File: src/rtl/alu_pkg.sv
// Shared ALU definitions: operand-loader FSM states and ALU opcode constants.
package alu_pkg;

  typedef enum logic [1:0] {
    LOAD_A  = 2'd0,
    LOAD_B  = 2'd1,
    LOAD_OP = 2'd2,
    ISSUE   = 2'd3
  } loader_state_t;

  localparam logic [2:0] OP_AND  = 3'd0;
  localparam logic [2:0] OP_OR   = 3'd1;
  localparam logic [2:0] OP_XOR  = 3'd2;
  localparam logic [2:0] OP_ADD  = 3'd3;
  localparam logic [2:0] OP_SUB  = 3'd4;
  localparam logic [2:0] OP_SHR  = 3'd5;
  localparam logic [2:0] OP_SHL  = 3'd6;
  localparam logic [2:0] OP_ADD2 = 3'd7;

endpackage

File: src/rtl/alu_operand_loader_if.sv
// Operand-loader bus: board-side switch/button inputs and the registered
// operand set handed to the ALU. master = loader, slave = board/ALU side.
interface alu_operand_loader_if #(
  parameter int N = 4
);
  import alu_pkg::*;

  logic [N-1:0]  data_in;
  logic [2:0]    sel_in;
  logic          cin_in;
  logic          enter;
  logic          clear;
  logic [N-1:0]  A;
  logic [N-1:0]  B;
  logic [2:0]    select;
  logic          cin;
  logic          op_valid;
  loader_state_t state;

  modport master (
    input  data_in, sel_in, cin_in, enter, clear,
    output A, B, select, cin, op_valid, state
  );

  modport slave (
    output data_in, sel_in, cin_in, enter, clear,
    input  A, B, select, cin, op_valid, state
  );

endinterface

File: src/rtl/alu_operand_loader_button_conditioner.sv
// Enter-button conditioning: 2-flop synchronizer, optional debounce and a
// rising-edge detector producing a one-cycle press.
// Optional debounce is enabled with `define ALU_LOADER_DEBOUNCE_EN.
module button_conditioner #(
  parameter int DEB_CYCLES = 16
) (
  input  logic clk,
  input  logic rst,
  input  logic enter_i,
  output logic press_o
);

  logic s1_q;
  logic s2_q;
  logic p_q;
  logic level;

  // Bring the asynchronous button level into the clk domain
  always_ff @(posedge clk or posedge rst) begin
    if (rst) begin
      s1_q <= 1'b0;
      s2_q <= 1'b0;
    end else begin
      s1_q <= enter_i;
      s2_q <= s1_q;
    end
  end

`ifdef ALU_LOADER_DEBOUNCE_EN
  localparam int CNT_W = (DEB_CYCLES > 1) ? $clog2(DEB_CYCLES) : 1;
  localparam logic [CNT_W-1:0] CNT_MAX = CNT_W'(DEB_CYCLES - 1);

  logic [CNT_W-1:0] cnt_q;
  logic             deb_q;

  // Accept a new level only after it has differed from the debounced level
  // for DEB_CYCLES consecutive cycles; any return to agreement restarts it
  always_ff @(posedge clk or posedge rst) begin
    if (rst) begin
      cnt_q <= '0;
      deb_q <= 1'b0;
    end else if (s2_q == deb_q) begin
      cnt_q <= '0;
    end else if (cnt_q == CNT_MAX) begin
      deb_q <= s2_q;
      cnt_q <= '0;
    end else begin
      cnt_q <= cnt_q + 1'b1;
    end
  end

  assign level = deb_q;
`else
  // The debounce window is meaningless without the debounce stage
  logic unused_deb;
  assign unused_deb = ^DEB_CYCLES;
  assign level      = s2_q;
`endif

  // History of the conditioned level for rising-edge detection
  always_ff @(posedge clk or posedge rst) begin
    if (rst) begin
      p_q <= 1'b0;
    end else begin
      p_q <= level;
    end
  end

  assign press_o = level & ~p_q;

endmodule

File: src/rtl/alu_operand_loader.sv
// Operand loader: captures A, B, then select/cin one press at a time and
// presents them as a registered operand set with a one-cycle op_valid.
// Optional enter debounce: `define ALU_LOADER_DEBOUNCE_EN.
module alu_operand_loader
  import alu_pkg::*;
#(
  parameter int N          = 4,
  parameter int DEB_CYCLES = 16
) (
  input  logic                 clk,
  input  logic                 rst,
  alu_operand_loader_if.master bus
);

  loader_state_t state_q, state_d;
  logic [N-1:0]  a_q, a_d;
  logic [N-1:0]  b_q, b_d;
  logic [2:0]    sel_q, sel_d;
  logic          cin_q, cin_d;
  logic          issue;
  logic          press;

  button_conditioner #(
    .DEB_CYCLES (DEB_CYCLES)
  ) u_btn (
    .clk     (clk),
    .rst     (rst),
    .enter_i (bus.enter),
    .press_o (press)
  );

  // State and operand registers; reset discards any partial operand set
  always_ff @(posedge clk or posedge rst) begin
    if (rst) begin
      state_q <= LOAD_A;
      a_q     <= '0;
      b_q     <= '0;
      sel_q   <= '0;
      cin_q   <= 1'b0;
    end else begin
      state_q <= state_d;
      a_q     <= a_d;
      b_q     <= b_d;
      sel_q   <= sel_d;
      cin_q   <= cin_d;
    end
  end

  // Next state and captures; clear overrides any press and masks op_valid
  always_comb begin
    state_d = state_q;
    a_d     = a_q;
    b_d     = b_q;
    sel_d   = sel_q;
    cin_d   = cin_q;
    issue   = 1'b0;
    if (bus.clear) begin
      state_d = LOAD_A;
      a_d     = '0;
      b_d     = '0;
      sel_d   = '0;
      cin_d   = 1'b0;
    end else begin
      case (state_q)
        LOAD_A: begin
          if (press) begin
            a_d     = bus.data_in;
            state_d = LOAD_B;
          end
        end
        LOAD_B: begin
          if (press) begin
            b_d     = bus.data_in;
            state_d = LOAD_OP;
          end
        end
        LOAD_OP: begin
          if (press) begin
            sel_d   = bus.sel_in;
            cin_d   = bus.cin_in;
            state_d = ISSUE;
          end
        end
        ISSUE: begin
          // A press here is deliberately dropped
          issue   = 1'b1;
          state_d = LOAD_A;
        end
        default: state_d = LOAD_A;
      endcase
    end
  end

  assign bus.A        = a_q;
  assign bus.B        = b_q;
  assign bus.select   = sel_q;
  assign bus.cin      = cin_q;
  assign bus.op_valid = issue;
  assign bus.state    = state_q;

endmodule

File: src/flat_wrapper.sv
// flat-port wrapper written by rule: the top's interface ports become plain ports
module alu_operand_loader_flat import alu_pkg::*;
#(
  parameter int N          = 4,
  parameter int DEB_CYCLES = 16
)
  (clk, rst, bus_data_in, bus_sel_in, bus_cin_in, bus_enter, bus_clear, bus_A, bus_B, bus_select, bus_cin, bus_op_valid, bus_state);
  alu_operand_loader_if #(.N(N)) bus_i ();
  input  logic clk;
  input  logic rst;
  input wire logic [$bits(bus_i.data_in)-1:0] bus_data_in;
  input wire logic [$bits(bus_i.sel_in)-1:0] bus_sel_in;
  input wire logic [$bits(bus_i.cin_in)-1:0] bus_cin_in;
  input wire logic [$bits(bus_i.enter)-1:0] bus_enter;
  input wire logic [$bits(bus_i.clear)-1:0] bus_clear;
  output wire logic [$bits(bus_i.A)-1:0] bus_A;
  output wire logic [$bits(bus_i.B)-1:0] bus_B;
  output wire logic [$bits(bus_i.select)-1:0] bus_select;
  output wire logic [$bits(bus_i.cin)-1:0] bus_cin;
  output wire logic [$bits(bus_i.op_valid)-1:0] bus_op_valid;
  output wire logic [$bits(bus_i.state)-1:0] bus_state;
  assign bus_i.data_in = bus_data_in;
  assign bus_i.sel_in = bus_sel_in;
  assign bus_i.cin_in = bus_cin_in;
  assign bus_i.enter = bus_enter;
  assign bus_i.clear = bus_clear;
  assign bus_A = bus_i.A;
  assign bus_B = bus_i.B;
  assign bus_select = bus_i.select;
  assign bus_cin = bus_i.cin;
  assign bus_op_valid = bus_i.op_valid;
  assign bus_state = bus_i.state;
  alu_operand_loader #(.N(N), .DEB_CYCLES(DEB_CYCLES)) u_core (.clk(clk), .rst(rst), .bus(bus_i));
endmodule
File: config.mk
export PLATFORM = sky130hd
export DESIGN_NAME = alu_operand_loader_flat
export DESIGN_NICKNAME = d
export VERILOG_FILES = /design/src/rtl/alu_pkg.sv /design/src/rtl/alu_operand_loader_if.sv /design/src/rtl/alu_operand_loader_button_conditioner.sv /design/src/rtl/alu_operand_loader.sv /design/src/flat_wrapper.sv
export SDC_FILE = /design/constraint.sdc
export NUM_CORES = 1
export LEC_CHECK = 0
export BUFFER_PORTS_ARGS = -buffer_cell sky130_fd_sc_hd__buf_2
export CELL_PAD_IN_SITES_DETAIL_PLACEMENT = 0
export CELL_PAD_IN_SITES_GLOBAL_PLACEMENT = 1
export CORE_UTILIZATION = 30
export CTS_CLUSTER_SIZE = 24
export DETAILED_ROUTE_END_ITERATION = 16
export HOLD_SLACK_MARGIN = 0.08
export PLACE_DENSITY = 0.7
export SLEW_MARGIN = 20
export SYNTH_ARGS = -nofsm -noshare
export SYNTH_HDL_FRONTEND = slang
export SYNTH_SLANG_ARGS = --single-unit
File: constraint.sdc
create_clock -name clk -period 1.8 [get_ports clk]
set_input_delay 0.09 -clock clk [delete_from_list [all_inputs] [get_ports clk]]
set_output_delay 0.09 -clock clk [all_outputs]
set_load 0.005 [all_outputs]
Yosys cells after proc, flatten, opt, wreduce, memory -nomap -nowiden
Cells that the tools add are included.
- flip-flop bits (word level): 17
- bits of input ports: 12
- output and inout port bits: 15
- logic and storage cells: 43
- eq/ne operators: 6
- muxes and demuxes: 18
- bitwise gates (word level): 2
- reduce and logical (&&, ||, !) cells: 9
- operator list (operator ; number):
    two-way mux 4 bit ; 5
    two-way mux 3 bit ; 3
    inequality test 3 x 2 -> 1 bit (second input constant) ; 3
    two-way mux 2 bit ; 4
    one-hot mux 2 bit (4 select lines) ; 1
    nonzero test 2 bit ; 4
    AND reduction 2 bit ; 3
    two-way mux 1 bit ; 5
    == test 2 bit (second input constant) ; 2
    AND reduction 3 bit ; 1
    == test 2 x 1 -> 1 bit (second input constant) ; 1
    logical NOT 2 bit ; 1
    AND 1 bit ; 1
    inverter 1 bit ; 1

Depth between registers and ports, before layout
- depth after elaboration: 5
- depth in mapped cells: 5
- depth with buffers taken out: 5

Hierarchy
A second synthesis with hierarchy kept.
- cell total of the unflattened synthesis: 76
- area total of the unflattened synthesis: 765.7 um^2
- by module, submodules not included (module ; instances ; cells an instance ; area an instance (um^2) ; seq. area each (um^2)):
    alu_operand_loader ; 1 ; 71 ; 673.1 ; 350.3
    button_conditioner ; 1 ; 5 ; 92.6 ; 75.1

Worst setup path before layout
OpenSTA, ideal clock, no wires.
- path kind: reg-to-reg
- start: register u_core.state_q[0], in the netlist u_core.bus.state[0]
- end: register u_core.state_q[0], in the netlist u_core.bus.state[0]
- library setup time: 0.079 ns
- arrival time: 1.179 ns
- required time: 1.721 ns
- path slack: 0.541 ns
- stages on the path, launching flop included: 6
- path buffers: 0
- period minus slack after synthesis: 1.259 ns
- cell sequence: dfrtp_1 -> inv_1 -> ha_1 -> nor3_1 -> nor3_2 -> mux2i_1
- word-level cells in the longest chain between the ends: 3
- elaborated cells on any way between the ends: 10
- classes of those cells: eq/ne (6); mux (2); reduce/logical (2)
- ends and longest elaborated chain (what ; RTL line ; source):
    start, declared ; alu_operand_loader.sv:15 ; loader_state_t state_q, state_d;
    start signal, assigned ; alu_operand_loader.sv:41 ; state_q <= state_d;
    == test 2 bit, or another cell as far along ; alu_operand_loader.sv:64 ; case (state_q)
    one-hot mux 2 bit (4 select lines) / inequality test 3 x 2 -> 1 bit (equally long branches) ; -- ;
    two-way mux 2 bit / AND reduction 3 bit (equally long branches) ; -- ;
Several ways; a longest one is shown, not always the timed one.
A chain may end at the register's enable or synchronous reset.

Final worst setup path
- start: register u_core.state_q[0], in the netlist u_core.bus.state[0]
- end: register u_core.state_q[1], in the netlist u_core.bus.state[1]
Same word-level chain as after synthesis.

==> flow_summary.ini <==
[outcome]
status = finished, final reports clean

[grt]
grt_overflow = 0
antenna_found_initial = 0
grt_usage_pct = 12.3
met2_usage_pct = 20.9
grt_busiest_layer = met2
grt_pass1_wl_mm = 2.33
grt_pass1_vias = 556
use_met1_pct = 13.6
grt_max_degree = 18
gr-usage-met3_pct = 3.48

[layout]
layout-drive-gt1-share_pct = 33.0
finalNetCount = 118
fin_area_um2 = 1050
multiInputGateArea_um2 = 324
diodes = 0
syn_to_final_growth_pct = 37.6
nFillCells = 222
regArea_um2 = 425

[synth]
synthTopCellsByArea = dfrtp_1, mux2i_1, ha_1
syn_avg_cell_area_um2 = 12.5
ys_warn_count = 0
seq_area_frac_synth_pct = 55.6
synth_top_area_share_pct = 55.6
syn_inst = 61
synth_area_leader_cell = dfrtp_1
synth_nets = 78
ys_ff_latch = 17
yosys.cell_types.count = 13
netlist_area_um2 = 764

[setup_path]
critPathMaxFanout = 4
setup.worst_path.start = u_core.bus.state[0]
crit_path_start_kind = register
regToRegSetupSlack_ns = 0.40
critPathArrivalTime_ns = 1.61
cp-endpoint = u_core.bus.state[1]
worst-r2r-cell-count = 5
cp-end-kind = register
critPathKind = register to register
rr_startpoint = u_core.bus.state[0]
worstPathRequired_ns = 2.01
rr_endpoint = u_core.bus.state[1]

[floorplan]
core-area_um2 = 2300
fp.dieArea_um2 = 2750
num_rows = 17
ioPinCount = 27
start_util_pct = 33.3
die_y_um = 52.5
die_w_um = 52.5

[route]
detail-route-antenna-nets = 0
route.detailed.drc = 0
wl_mm = 1.42
vias = 566
vias_per_cell = 4.42
drtIter0Drc = 2
drt-pass1-iter-count = 4
drt-wirelength-per-cell_um = 11.1

[min_path]
worstHoldPathType = input port to register

[power]
peakVddDrop_mv = 0.376
power_leakage_nw = 0.632
powerDensity_nw_per_um2 = 884

[placement]
placed_area_um2 = 926
port_buffers = 26
hpwlAfterDp_mm = 1.01
place_congestion = 0.630

[timing]
fin_crit_sh_pct = 77.8
hold_viol_final = 0
rsz0062_at_grt = false
whs_ns = 0.167
worstMarginPinSlew_ns = 0.624
fin_crit_ns = 1.40
tns_ns = 0
report.final.slew_viol_count = 0
fmax_mhz = 714
fin_skew_ns = 0.00112
setup_viol = 0
relSlewSlack_pct = 58.4

[job]
maxCapViolCount = 0

[clock_tree]
clkLatencyLatePin_ns = 0.28
ctsHtreeMaxLevel = 1
cts-root-buf = clkbuf_4
cts.clk_slew.worst_paths_ns = 0.09
cts_tree = yes
numCtsBuffers = 3
clkSinkCount = 17
cts_buffer_depth = 2
cts_resized = 0
-- cells in the final DEF (no fill, tap or decap) --
master,count
and2b_1,1
nor2b_1,1
ha_1,5
clkbuf_4,3
nor3_2,1
nand3b_2,3
clkbuf_1,1
nor3_1,1
o21bai_1,1
dfrtp_1,17
dlygate4sd3_1,10
nor2_1,12
buf_2,26
mux2i_1,14
nand2b_1,1
inv_1,3
-- what timing repair did --
| action | 4_1_cts | 5_1_grt |
|---|---|---|
| endpoints found under the hold margin | 30 | 0 |
| hold buffers | 10 | 0 |
| buffers inserted | 0 | 0 |
-- worst max-delay path, stage by stage, from the launching register on --
cell,delay [ns]
dfrtp_1,0.43
inv_1,0.14
ha_1,0.23
nor3_1,0.07
nor3_2,0.24
mux2i_1,0.22
-- per-stage QoR --
step | setup slack, ns | std cells | total power [mW] | utilization, %
4_1_cts | 0.370 | 128 | 0.950 | 45.8
5_1_grt | 0.261 | 128 | 1.00 | 45.8
3_3_place_gp | 0.429 | 114 | 0.725 | 40.3
3_5_place_dp | 0.395 | 114 | 0.732 | 40.3
2_1_floorplan | 0.541 | 61 | 0.640 | -
6_report | 0.399 | 128 | 0.930 | 45.8
-- power by group --
group / internal, mW / switching, mW
clock network: 0.0860 / 0.112
logic: 0.139 / 0.138
registers: 0.423 / 0.0316
-- registers in the layout, indices dropped and copies added, names as in the netlist --
register            cells
u_core.bus.A            4
u_core.bus.cin          1
u_core.bus.select       3
u_core.u_btn.s1_q       1
u_core.bus.state        2
u_core.u_btn.p_q        1
u_core.u_btn.level      1
u_core.bus.B            4
-- worst min-delay path by stage --
| stage | endpoint | start | slack, ns | cells after the start |
|---|---|---|---|---|
| 5_1_grt | u_core.bus.select[0] | bus_clear | 0.17 | 2 |
| 3_5_place_dp | u_core.u_btn.s1_q | bus_enter | 0.20 | 1 |
| 6_report | u_core.bus.B[3] | bus_clear | 0.17 | 2 |
| 4_1_cts | u_core.bus.B[3] | bus_clear | 0.17 | 2 |
| 3_3_place_gp | u_core.u_btn.s1_q | bus_enter | 0.20 | 1 |
| 2_1_floorplan | u_core.bus.A[0] | rst | 0.02 | 1 |
-- cell usage after synthesis --
cell      instances
dfrtp_1          17
ha_1              5
o21bai_1          1
nor2b_1           1
nor3_2            1
mux2i_1          14
inv_1             3
clkbuf_1          1
and2b_1           1
nand2b_1          1
nand3b_2          3
nor2_1           12
nor3_1            1
-- cells by family (layout without fill, tap and decap cells) --
family / Yosys count / count (layout) / share of synthesized area [%]
buffers and inverters: 4 / 43 / 1.96
adder cells (fa/ha/maj): 5 / 5 / 8.18
flip-flops: 17 / 17 / 55.6
AND/OR/NAND/NOR: 20 / 20 / 14.9
multiplexers: 14 / 14 / 18.3
AO/OA/AOI/OAI: 1 / 1 / 0.982
-- area by class of cell --
type	count	share of cell area, %
clock buffer	4	2.50
multi-input combinational	40	30.8
tap	28	3.33
timing repair buffer	36	21.9
sequential	17	40.4
inverter	3	1.07
-- routing by layer --
metal / up-vias / wire length [um]
met5: - / 0
met4: 0 / 13
met3: 2 / 65
met2: 15 / 731
met1: 266 / 608
li1: 283 / -
(Power assumes the default switching activity.)
